--- src/rtl/fifo_rr_scheduler_pkg.sv ---
// fifo_sched_pkg: shared types and helpers for the FIFO round-robin scheduler.
// Holds the scheduler FSM state encoding and the queue-index width function.

package fifo_sched_pkg;

  // Scheduler FSM states
  typedef enum logic [1:0] {
    ST_IDLE    = 2'd0,
    ST_ISSUE   = 2'd1,
    ST_CAPTURE = 2'd2,
    ST_OUT     = 2'd3
  } state_t;

  // Burst counter width: BURST_LEN tops out at 255
  localparam int BURST_CNT_W = 8;

  // Width of a queue index: max(1, clog2(n))
  function automatic int qw_f(input int n);
    if (n <= 2) begin
      return 1;
    end
    return $clog2(n);
  endfunction

endpackage

--- src/rtl/fifo_rr_scheduler_arbiter.sv ---
// rr_arbiter: purely combinational rotate-priority search.
// Picks the first set request bit scanning upward from i_ptr, wrapping N-1 to 0.
// o_grant is one-hot (all zero when nothing requests); o_idx is its binary index.

`default_nettype none

module rr_arbiter
  import fifo_sched_pkg::*;
#(
  parameter int N = 4,
  localparam int PW = qw_f(N)
) (
  input  logic [N-1:0]  i_req,
  input  logic [PW-1:0] i_ptr,
  output logic [N-1:0]  o_grant,
  output logic [PW-1:0] o_idx
);

  logic [PW:0]   w_sum;
  logic [PW-1:0] w_cand;
  logic          w_found;

  // Walk the N candidates in rotated order and keep the first requester
  always_comb begin
    o_grant = '0;
    o_idx   = '0;
    w_sum   = '0;
    w_cand  = '0;
    w_found = 1'b0;
    for (int k = 0; k < N; k++) begin
      // One extra bit of headroom so the wrap works for non-power-of-two N
      w_sum = {1'b0, i_ptr} + (PW+1)'(k);
      if (w_sum >= (PW+1)'(N)) begin
        w_sum = w_sum - (PW+1)'(N);
      end
      w_cand = w_sum[PW-1:0];
      if (!w_found && i_req[w_cand]) begin
        w_found         = 1'b1;
        o_grant[w_cand] = 1'b1;
        o_idx           = w_cand;
      end
    end
  end

endmodule

`default_nettype wire

--- src/rtl/fifo_rr_scheduler.sv ---
// fifo_rr_scheduler: drains NUM_Q synchronous FIFOs into a single valid/ready
// stream, serving up to BURST_LEN consecutive words per grant, round-robin.
// One word is in flight at a time (no skid buffer): read, capture, hand off.
//
// Build option FIFO_SCHED_PRIO0_EN: queue 0 wins every grant decision while it
// holds data; queues 1..NUM_Q-1 rotate among themselves. A running burst is
// never cut short by queue 0.
//
// state   | meaning
// IDLE    | waiting for any non-empty queue, pick grant from rr_ptr
// ISSUE   | one-cycle read strobe to the granted queue
// CAPTURE | queue read data is valid, load output registers
// OUT     | word presented, wait for m_ready; continue burst or rotate

`default_nettype none

module fifo_rr_scheduler
  import fifo_sched_pkg::*;
#(
  parameter int DATA_WIDTH = 32,
  parameter int NUM_Q      = 4,
  parameter int BURST_LEN  = 4,
  localparam int QW = qw_f(NUM_Q)
) (
  input  logic                        clk,
  input  logic                        rst,
  input  logic [NUM_Q-1:0]            q_empty,
  output logic [NUM_Q-1:0]            q_rd_en,
  input  logic [NUM_Q*DATA_WIDTH-1:0] q_rd_data,
  output logic                        m_valid,
  input  logic                        m_ready,
  output logic [DATA_WIDTH-1:0]       m_data,
  output logic [QW-1:0]               m_qid
);

  state_t                 r_state;
  state_t                 w_state_nxt;
  logic [QW-1:0]          r_rr_ptr;
  logic [QW-1:0]          w_rr_ptr_nxt;
  logic [QW-1:0]          r_grant;
  logic [QW-1:0]          w_grant_nxt;
  logic [BURST_CNT_W-1:0] r_burst_cnt;
  logic [BURST_CNT_W-1:0] w_burst_cnt_nxt;
  logic                   r_m_valid;
  logic                   w_m_valid_nxt;
  logic                   w_load_out;
  logic [DATA_WIDTH-1:0]  r_m_data;
  logic [QW-1:0]          r_m_qid;

  logic [NUM_Q-1:0]       w_arb_req;
  logic [NUM_Q-1:0]       w_arb_grant;
  logic [QW-1:0]          w_arb_idx;
  logic [QW-1:0]          w_pick;
  logic                   w_any;
  logic                   w_rotate;
  logic [QW-1:0]          w_grant_inc;
  logic                   w_grant_empty;
  logic                   w_burst_more;
  logic [NUM_Q-1:0]       w_rd_en;
  logic [DATA_WIDTH-1:0]  w_q_data [NUM_Q];

  // Split the flat read-data bus into one word per queue
  for (genvar g = 0; g < NUM_Q; g++) begin : g_slice
    assign w_q_data[g] = q_rd_data[g*DATA_WIDTH +: DATA_WIDTH];
  end

`ifdef FIFO_SCHED_PRIO0_EN
  // Queue 0 bypasses the rotation; the arbiter only sees queues 1..NUM_Q-1
  assign w_arb_req = {~q_empty[NUM_Q-1:1], 1'b0};
  assign w_any     = ~q_empty[0] | (|w_arb_grant);
  assign w_pick    = q_empty[0] ? w_arb_idx : '0;
  // Serving queue 0 leaves the rotation point of the others untouched
  assign w_rotate  = (r_grant != '0);
`else
  assign w_arb_req = ~q_empty;
  assign w_any     = |w_arb_grant;
  assign w_pick    = w_arb_idx;
  assign w_rotate  = 1'b1;
`endif

  rr_arbiter #(
    .N (NUM_Q)
  ) u_arb (
    .i_req   (w_arb_req),
    .i_ptr   (r_rr_ptr),
    .o_grant (w_arb_grant),
    .o_idx   (w_arb_idx)
  );

  assign w_grant_empty = q_empty[r_grant];
  assign w_grant_inc   = (r_grant == QW'(NUM_Q-1)) ? '0 : r_grant + 1'b1;
  assign w_burst_more  = (({1'b0, r_burst_cnt} + (BURST_CNT_W+1)'(1)) <
                          (BURST_CNT_W+1)'(BURST_LEN)) && !w_grant_empty;

  // Next-state and control decode; every target defaults to hold
  always_comb begin
    w_state_nxt     = r_state;
    w_rr_ptr_nxt    = r_rr_ptr;
    w_grant_nxt     = r_grant;
    w_burst_cnt_nxt = r_burst_cnt;
    w_m_valid_nxt   = r_m_valid;
    w_load_out      = 1'b0;
    w_rd_en         = '0;
    case (r_state)
      ST_IDLE: begin
        if (w_any) begin
          w_grant_nxt     = w_pick;
          w_burst_cnt_nxt = '0;
          w_state_nxt     = ST_ISSUE;
        end
      end
      ST_ISSUE: begin
        // Gate on the live empty flag so an empty queue is never popped
        if (!w_grant_empty) begin
          w_rd_en[r_grant] = 1'b1;
        end
        w_state_nxt = ST_CAPTURE;
      end
      ST_CAPTURE: begin
        w_load_out    = 1'b1;
        w_m_valid_nxt = 1'b1;
        w_state_nxt   = ST_OUT;
      end
      ST_OUT: begin
        if (m_ready) begin
          w_m_valid_nxt = 1'b0;
          if (w_burst_more) begin
            w_burst_cnt_nxt = r_burst_cnt + 1'b1;
            w_state_nxt     = ST_ISSUE;
          end else begin
            if (w_rotate) begin
              w_rr_ptr_nxt = w_grant_inc;
            end
            w_state_nxt = ST_IDLE;
          end
        end
      end
      default: begin
        w_state_nxt = ST_IDLE;
      end
    endcase
  end

  // FSM state register
  always_ff @(posedge clk or posedge rst) begin
    if (rst) begin
      r_state <= ST_IDLE;
    end else begin
      r_state <= w_state_nxt;
    end
  end

  // Grant bookkeeping and output word registers
  always_ff @(posedge clk or posedge rst) begin
    if (rst) begin
      r_rr_ptr    <= '0;
      r_grant     <= '0;
      r_burst_cnt <= '0;
      r_m_valid   <= 1'b0;
      r_m_data    <= '0;
      r_m_qid     <= '0;
    end else begin
      r_rr_ptr    <= w_rr_ptr_nxt;
      r_grant     <= w_grant_nxt;
      r_burst_cnt <= w_burst_cnt_nxt;
      r_m_valid   <= w_m_valid_nxt;
      if (w_load_out) begin
        r_m_data <= w_q_data[r_grant];
        r_m_qid  <= r_grant;
      end
    end
  end

  assign q_rd_en = w_rd_en;
  assign m_valid = r_m_valid;
  assign m_data  = r_m_data;
  assign m_qid   = r_m_qid;

endmodule

`default_nettype wire

--- config.mk ---
export PLATFORM = sky130hd
export DESIGN_NAME = fifo_rr_scheduler
export DESIGN_NICKNAME = d
export VERILOG_FILES = /design/src/rtl/fifo_rr_scheduler_pkg.sv /design/src/rtl/fifo_rr_scheduler_arbiter.sv /design/src/rtl/fifo_rr_scheduler.sv
export SDC_FILE = /design/constraint.sdc
export NUM_CORES = 1
export LEC_CHECK = 0
export CORE_ASPECT_RATIO = 1.2
export CORE_UTILIZATION = 43
export DETAILED_ROUTE_END_ITERATION = 16
export PLACE_DENSITY = 0.89
export SETUP_SLACK_MARGIN = 0.3
export SLEW_MARGIN = 20
export SYNTH_ARGS = -nofsm -noshare
export SYNTH_HDL_FRONTEND = slang
export SYNTH_SLANG_ARGS = --single-unit
--- constraint.sdc ---
create_clock -name clk -period 6.4 [get_ports clk]
set_clock_uncertainty 0.1 [all_clocks]
set_input_delay 1.92 -clock clk [delete_from_list [all_inputs] [get_ports clk]]
set_output_delay 1.92 -clock clk [all_outputs]
set_load 0.01 [all_outputs]
; Word level (Yosys, flattened, before mapping)
; Index checks and enable logic that the tools add are counted.
[classes]
addsub = 10
n_lt_le_gt_ge = 16
n_eq_ne = 7
muxes = 52
bitwise_logic = 6
n_reduce_logical = 22
[ops]
columns = operator, n
row1 = $bmux W32 S2, 1
row2 = $mux W32, 2
row3 = $mux W4, 6
row4 = $mux W8, 3
row5 = $mux W2, 11
row6 = $mux W1, 16
row7 = $pmux W8 S2, 1
row8 = $lt A2 B3 Y1 const B, 5
row9 = $ge A3 B3 Y1 const B, 4
row10 = $or A4 B4 Y4, 3
row11 = $bmux W1 S2, 5
row12 = $demux W1 S2, 5
row13 = $ge A2 B1 Y1 const B, 5
row14 = $add A8 B1 Y9 const B, 1
row15 = $logic_and A1 B1 Y1, 9
row16 = $lt A9 B3 Y1 const B, 1
row17 = $add A8 B1 Y8 const B, 1
row18 = $pmux W2 S4, 1
row19 = $sub A2 B1 Y2 const B, 4
row20 = $add A2 B2 Y3 const B, 2
row21 = $eq A2 B2 Y1 const B, 3
row22 = $ne A2 B2 Y1 const B, 3
row23 = $reduce_and A2 Y1, 3
row24 = $logic_not A1 Y1, 4
row25 = 13 further kinds, 14
[word_totals]
reg_bits = 49
in_bits = 135

; Depth between registers and ports, before layout
[depth]
ltp_word = 17
depth_mapped = 9

; Modules after synthesis
; A second synthesis with hierarchy kept.
[unflattened]
hier_cells = 269
hier_area_um2 = 3449.6
[modules_own_cells]
columns = mod, n_inst, cells_each, area_per_inst_um2
row1 = fifo_rr_scheduler, 1, 204, 2960.3
row2 = rr_arbiter, 1, 65, 489.2

; Least setup slack after synthesis
; No wires, ideal clock.
[synth_timing]
path_type = input port to output port
from = input port q_empty[2]
to = output port q_rd_en[0]
arrival_ns = 2.931
t_required_ns = 4.380
setup_slack_ns = 1.449
path_stages = 4
cell_sequence = clkbuf_1 mux4_2 and2b_1 and2_1
[synth_between]
elab_chain_len = 4
[synth_rtl]
columns = item, line
row1 = start: declaration, fifo_rr_scheduler.sv:27  ; input logic [NUM_Q-1:0] q_empty,
row2 = $bmux W1 S2, fifo_rr_scheduler.sv:90  ; assign w_grant_empty = q_empty[r_grant];
row3 = $mux W1 (not written as such), fifo_rr_scheduler.sv:90
row4 = $mux W4, fifo_rr_scheduler.sv:114  ; if (!w_grant_empty) begin
row5 = $mux W4, fifo_rr_scheduler.sv:104  ; case (r_state)
row6 = end: declaration, fifo_rr_scheduler.sv:28  ; output logic [NUM_Q-1:0] q_rd_en,
; No other way between the ends. The select of a mux whose other input is x is not followed.

; Worst setup path in the final report
[layout_timing]
from = input port q_empty[2]
to = output port q_rd_en[2]
; Same word-level chain as after synthesis.

==> summary.md <==
### Detailed routing
* DRC violations left: 0
* detail-routed via count per cell: 5.72
* antenna viol nets, final: 0
* iteration count of the initial detailed-routing pass: 4
* routed length per placed instance: 19.3 um
* routed via count: 2,830
* violation count after the first detailed-routing iteration: 50
* final WL: 9570 um

### Global route
* aggregate global-route resource usage: 0.248
* initial antenna violation count: 0
* total grt overflow: 0
* wire length of the first global-routing pass: 14,800 um
* via count of the first global-routing pass: 2,951
* maximum number of pins on one net before global-route repair: 50

### STA
* setup violation total in the final timing report: 0
* maximum achievable frequency: 166 MHz
* setup repair after global routing missed its margin: false
* worst slew slack as a fraction of its limit: 0.440
* final critical-path setup slack: 0.384 ns
* final hold violation count: 0
* shortest clock period the worst path allows after layout: 6.02 ns
* Slew Viols, Final: 0
* final worst path period share: 0.940
* Final TNS setup: 0 ns
* Min Hold Slack: 0.410 ns
* actual transition at the worst max-transition pin: 0.840 ns

### CTS
* clock-pin slew on the worst setup and hold paths: 0.08 ns
* quantity of hold-fixing buffers added after cts: 0
* clock buffer depth: 2
* post-CTS repair timing setup buffer count: 0
* Clock Sink Count: 49
* clock latency on the worst-skew pair: 0.30 ns
* cts bufs inserted: 5
* count of cells resized by post-cts repair: 0
* CTS HTree Levels: 2
* CTS tree: done
* buffer cell driving the clock tree root: sky130_fd_sc_hd__clkbuf_8

### Setup path
* Critical path origin: q_empty[2]
* data arrival time of the critical path: 4.00 ns
* most prevalent standard cell on the critical path: sky130_fd_sc_hd__clkdlybuf4s50_1
* FF-to-FF Start: r_burst_cnt[0]
* delay of the slowest cell on the worst path: 0.54 ns
* worst-path maximum fanout: 9
* required time at the worst-slack endpoint: 4.38 ns
* crit path kind: in -> out
* Critical-path top delay cell: sky130_fd_sc_hd__clkdlybuf4s50_1
* critical path endpoint category: primary output
* chain of cells forming the critical path: clkdlybuf4s50_1, mux4_2, and2b_1, and2_1, clkdlybuf4s50_1
* Worst Setup Start Kind: input port

### Floorplanning
* initial core utilization: 0.446
* die area: 7940 um2
* placement row count: 34
* die width: 81.5 um
* boundary pin count: 174
* CORE AREA: 7320 um2
* height of the die: 97.4 um

### Worst hold path
* path type of the worst min-delay path: reg -> reg
* start point of the worst hold path: m_data[23]

### Synth
* Gate Count Post-Synth: 241
* Avg Cell Area, Syn: 13.5 um2
* fraction of synthesis flops using an asynchronous set or reset pin: 1.00
* Post-synth EDFFs: 0
* net count after synthesis: 390
* post-synthesis sequential element count: 49
* post-synthesis cell type count: 47
* Primary FF master, synth: sky130_fd_sc_hd__dfrtp_1
* sequential fraction of the synthesis area: 0.376
* summed instance area of the synthesized netlist: 3260 um2
* count of yosys warnings during synthesis: 0

### Final layout
* Filler cells: 514
* Layout area overhead: 57.9%
* antenna diode count: 0
* fin nets: 554
* Cell Count, Final, Fillers Out: 495
* layout cells sized above 1: 0.215

### Placement
* worst slack at placement: 0.406 ns
* RD Place Congestion: 0.835
* post-placement cell count: 488
* post-detail-place hpwl: 7620 um
* count of buffers from port buffering: 173

### Power and ir drop
* power density cells: 388 nW/um2
* reported leakage power: 2.02 nW
* highest ir drop seen on vdd: 328 uV

### Outcome
* run status: finished, final reports clean

### Flow run
* Max Cap Viol: 0

==> path summary, 6_finish.rpt <==
kind                                        to  slack, ns  cells after the start
min in group asynchronous           m_data[24]       2.00                      2
max in group asynchronous           r_grant[0]       3.67                      2
worst max-delay path                q_rd_en[2]       0.38                      5
worst max register to register  r_burst_cnt[1]       3.84                      5
worst min-delay path                m_data[23]       0.41                      1
worst min register to register      m_data[23]       0.41                      1
==> worst max-delay path: cells and delay by family <==
family	cells	cell delay, ns
simple gates	2	0.46
buf+inv	2	1.08
mux	1	0.54
==> area by class of cell <==
cell class	count	area, um2	share of cell area
multi-input cells	160	1910	0.370
repair buffers	176	1750	0.340
clock buffers	5	68.8	0.0134
well taps	90	113	0.0218
flip-flops and latches	49	1230	0.238
inverters	13	50.0	0.00971
clock inverters	2	35.0	0.00680
==> layer usage <==
metal  global-route usage  up-vias  routed length [um]
met1                0.275     1395                3340
met3               0.0723       33                 948
met2                0.418      134                4900
met4                0.126        0                 388
met5                    0        -                   0
li1                     -     1268                   -
==> flip-flops by register name, indices dropped and copies added (netlist names) <==
name and count:
r_burst_cnt 8, m_valid 1, r_rr_ptr 2, m_qid 2, r_grant 2, m_data 32, r_state 2
==> synthesized netlist by cell type, types with 3 or more instances <==
cell / instances / area share
sky130_fd_sc_hd__o21ai_0: 4 / 0.0061
sky130_fd_sc_hd__nor2_1: 4 / 0.0046
sky130_fd_sc_hd__nor2b_1: 7 / 0.013
sky130_fd_sc_hd__and2_1: 4 / 0.0077
sky130_fd_sc_hd__nand2_1: 6 / 0.0069
sky130_fd_sc_hd__ha_1: 14 / 0.054
sky130_fd_sc_hd__dfrtp_1: 49 / 0.38
sky130_fd_sc_hd__clkbuf_1: 12 / 0.014
sky130_fd_sc_hd__inv_1: 13 / 0.015
sky130_fd_sc_hd__a21oi_1: 6 / 0.0092
sky130_fd_sc_hd__o41ai_1: 3 / 0.0081
sky130_fd_sc_hd__mux4_2: 33 / 0.23
sky130_fd_sc_hd__nand3_1: 4 / 0.0061
sky130_fd_sc_hd__mux2_2: 37 / 0.13
sky130_fd_sc_hd__buf_1: 3 / 0.0035
==> logic make-up (layout without fill, tap and decap cells) <==
group	after synthesis	count (layout)	share of synthesized area
DFF	49	49	0.376
AOI/OAI and AO/OA	39	39	0.0959
and+or+nand+nor	33	33	0.0552
adders and majority gates	14	14	0.0537
buffers and inverters	32	196	0.0403
muxes	74	74	0.379
==> where the power goes <==
group	switching (mW)	internal, mW	total [mW]	leakage (nW)
Clock	0.0982	0.114	0.212	0.0540
Combinational	0.522	0.720	1.24	1.38
Sequential	0.0967	0.451	0.547	0.590
==> placed cells by master, fill, tap and decap left out, types with 2 or more instances in the layout <==
cell type	instances
sky130_fd_sc_hd__nand3_1	4
sky130_fd_sc_hd__dfrtp_1	48
sky130_fd_sc_hd__mux2_2	37
sky130_fd_sc_hd__mux4_2	33
sky130_fd_sc_hd__o211ai_1	2
sky130_fd_sc_hd__a31oi_1	2
sky130_fd_sc_hd__ha_1	14
sky130_fd_sc_hd__o21ai_0	4
sky130_fd_sc_hd__inv_1	12
sky130_fd_sc_hd__a221oi_1	2
sky130_fd_sc_hd__and2_1	4
sky130_fd_sc_hd__a21oi_1	6
sky130_fd_sc_hd__o41ai_1	3
sky130_fd_sc_hd__clkdlybuf4s50_1	173
sky130_fd_sc_hd__nor2_1	4
sky130_fd_sc_hd__clkinv_2	2
sky130_fd_sc_hd__nand4_1	2
sky130_fd_sc_hd__nor3_1	2
sky130_fd_sc_hd__nor2b_1	7
sky130_fd_sc_hd__o21bai_1	2
sky130_fd_sc_hd__nand2_1	6
sky130_fd_sc_hd__a2111oi_0	2
sky130_fd_sc_hd__clkbuf_8	5
sky130_fd_sc_hd__buf_4	3
sky130_fd_sc_hd__mux4_1	2
sky130_fd_sc_hd__a22o_1	2
==> stage by stage <==
stage                      util  power (mW)  cell area (um2)
after detailed placement  0.690        1.80             5050
after global placement    0.690        1.76             5050
after floorplan               -        1.32             3260
final                     0.704        2.00             5150
after CTS                 0.704        2.02             5150
after global routing      0.704        2.13             5150
Note: power is estimated with default switching activity, not from simulation.
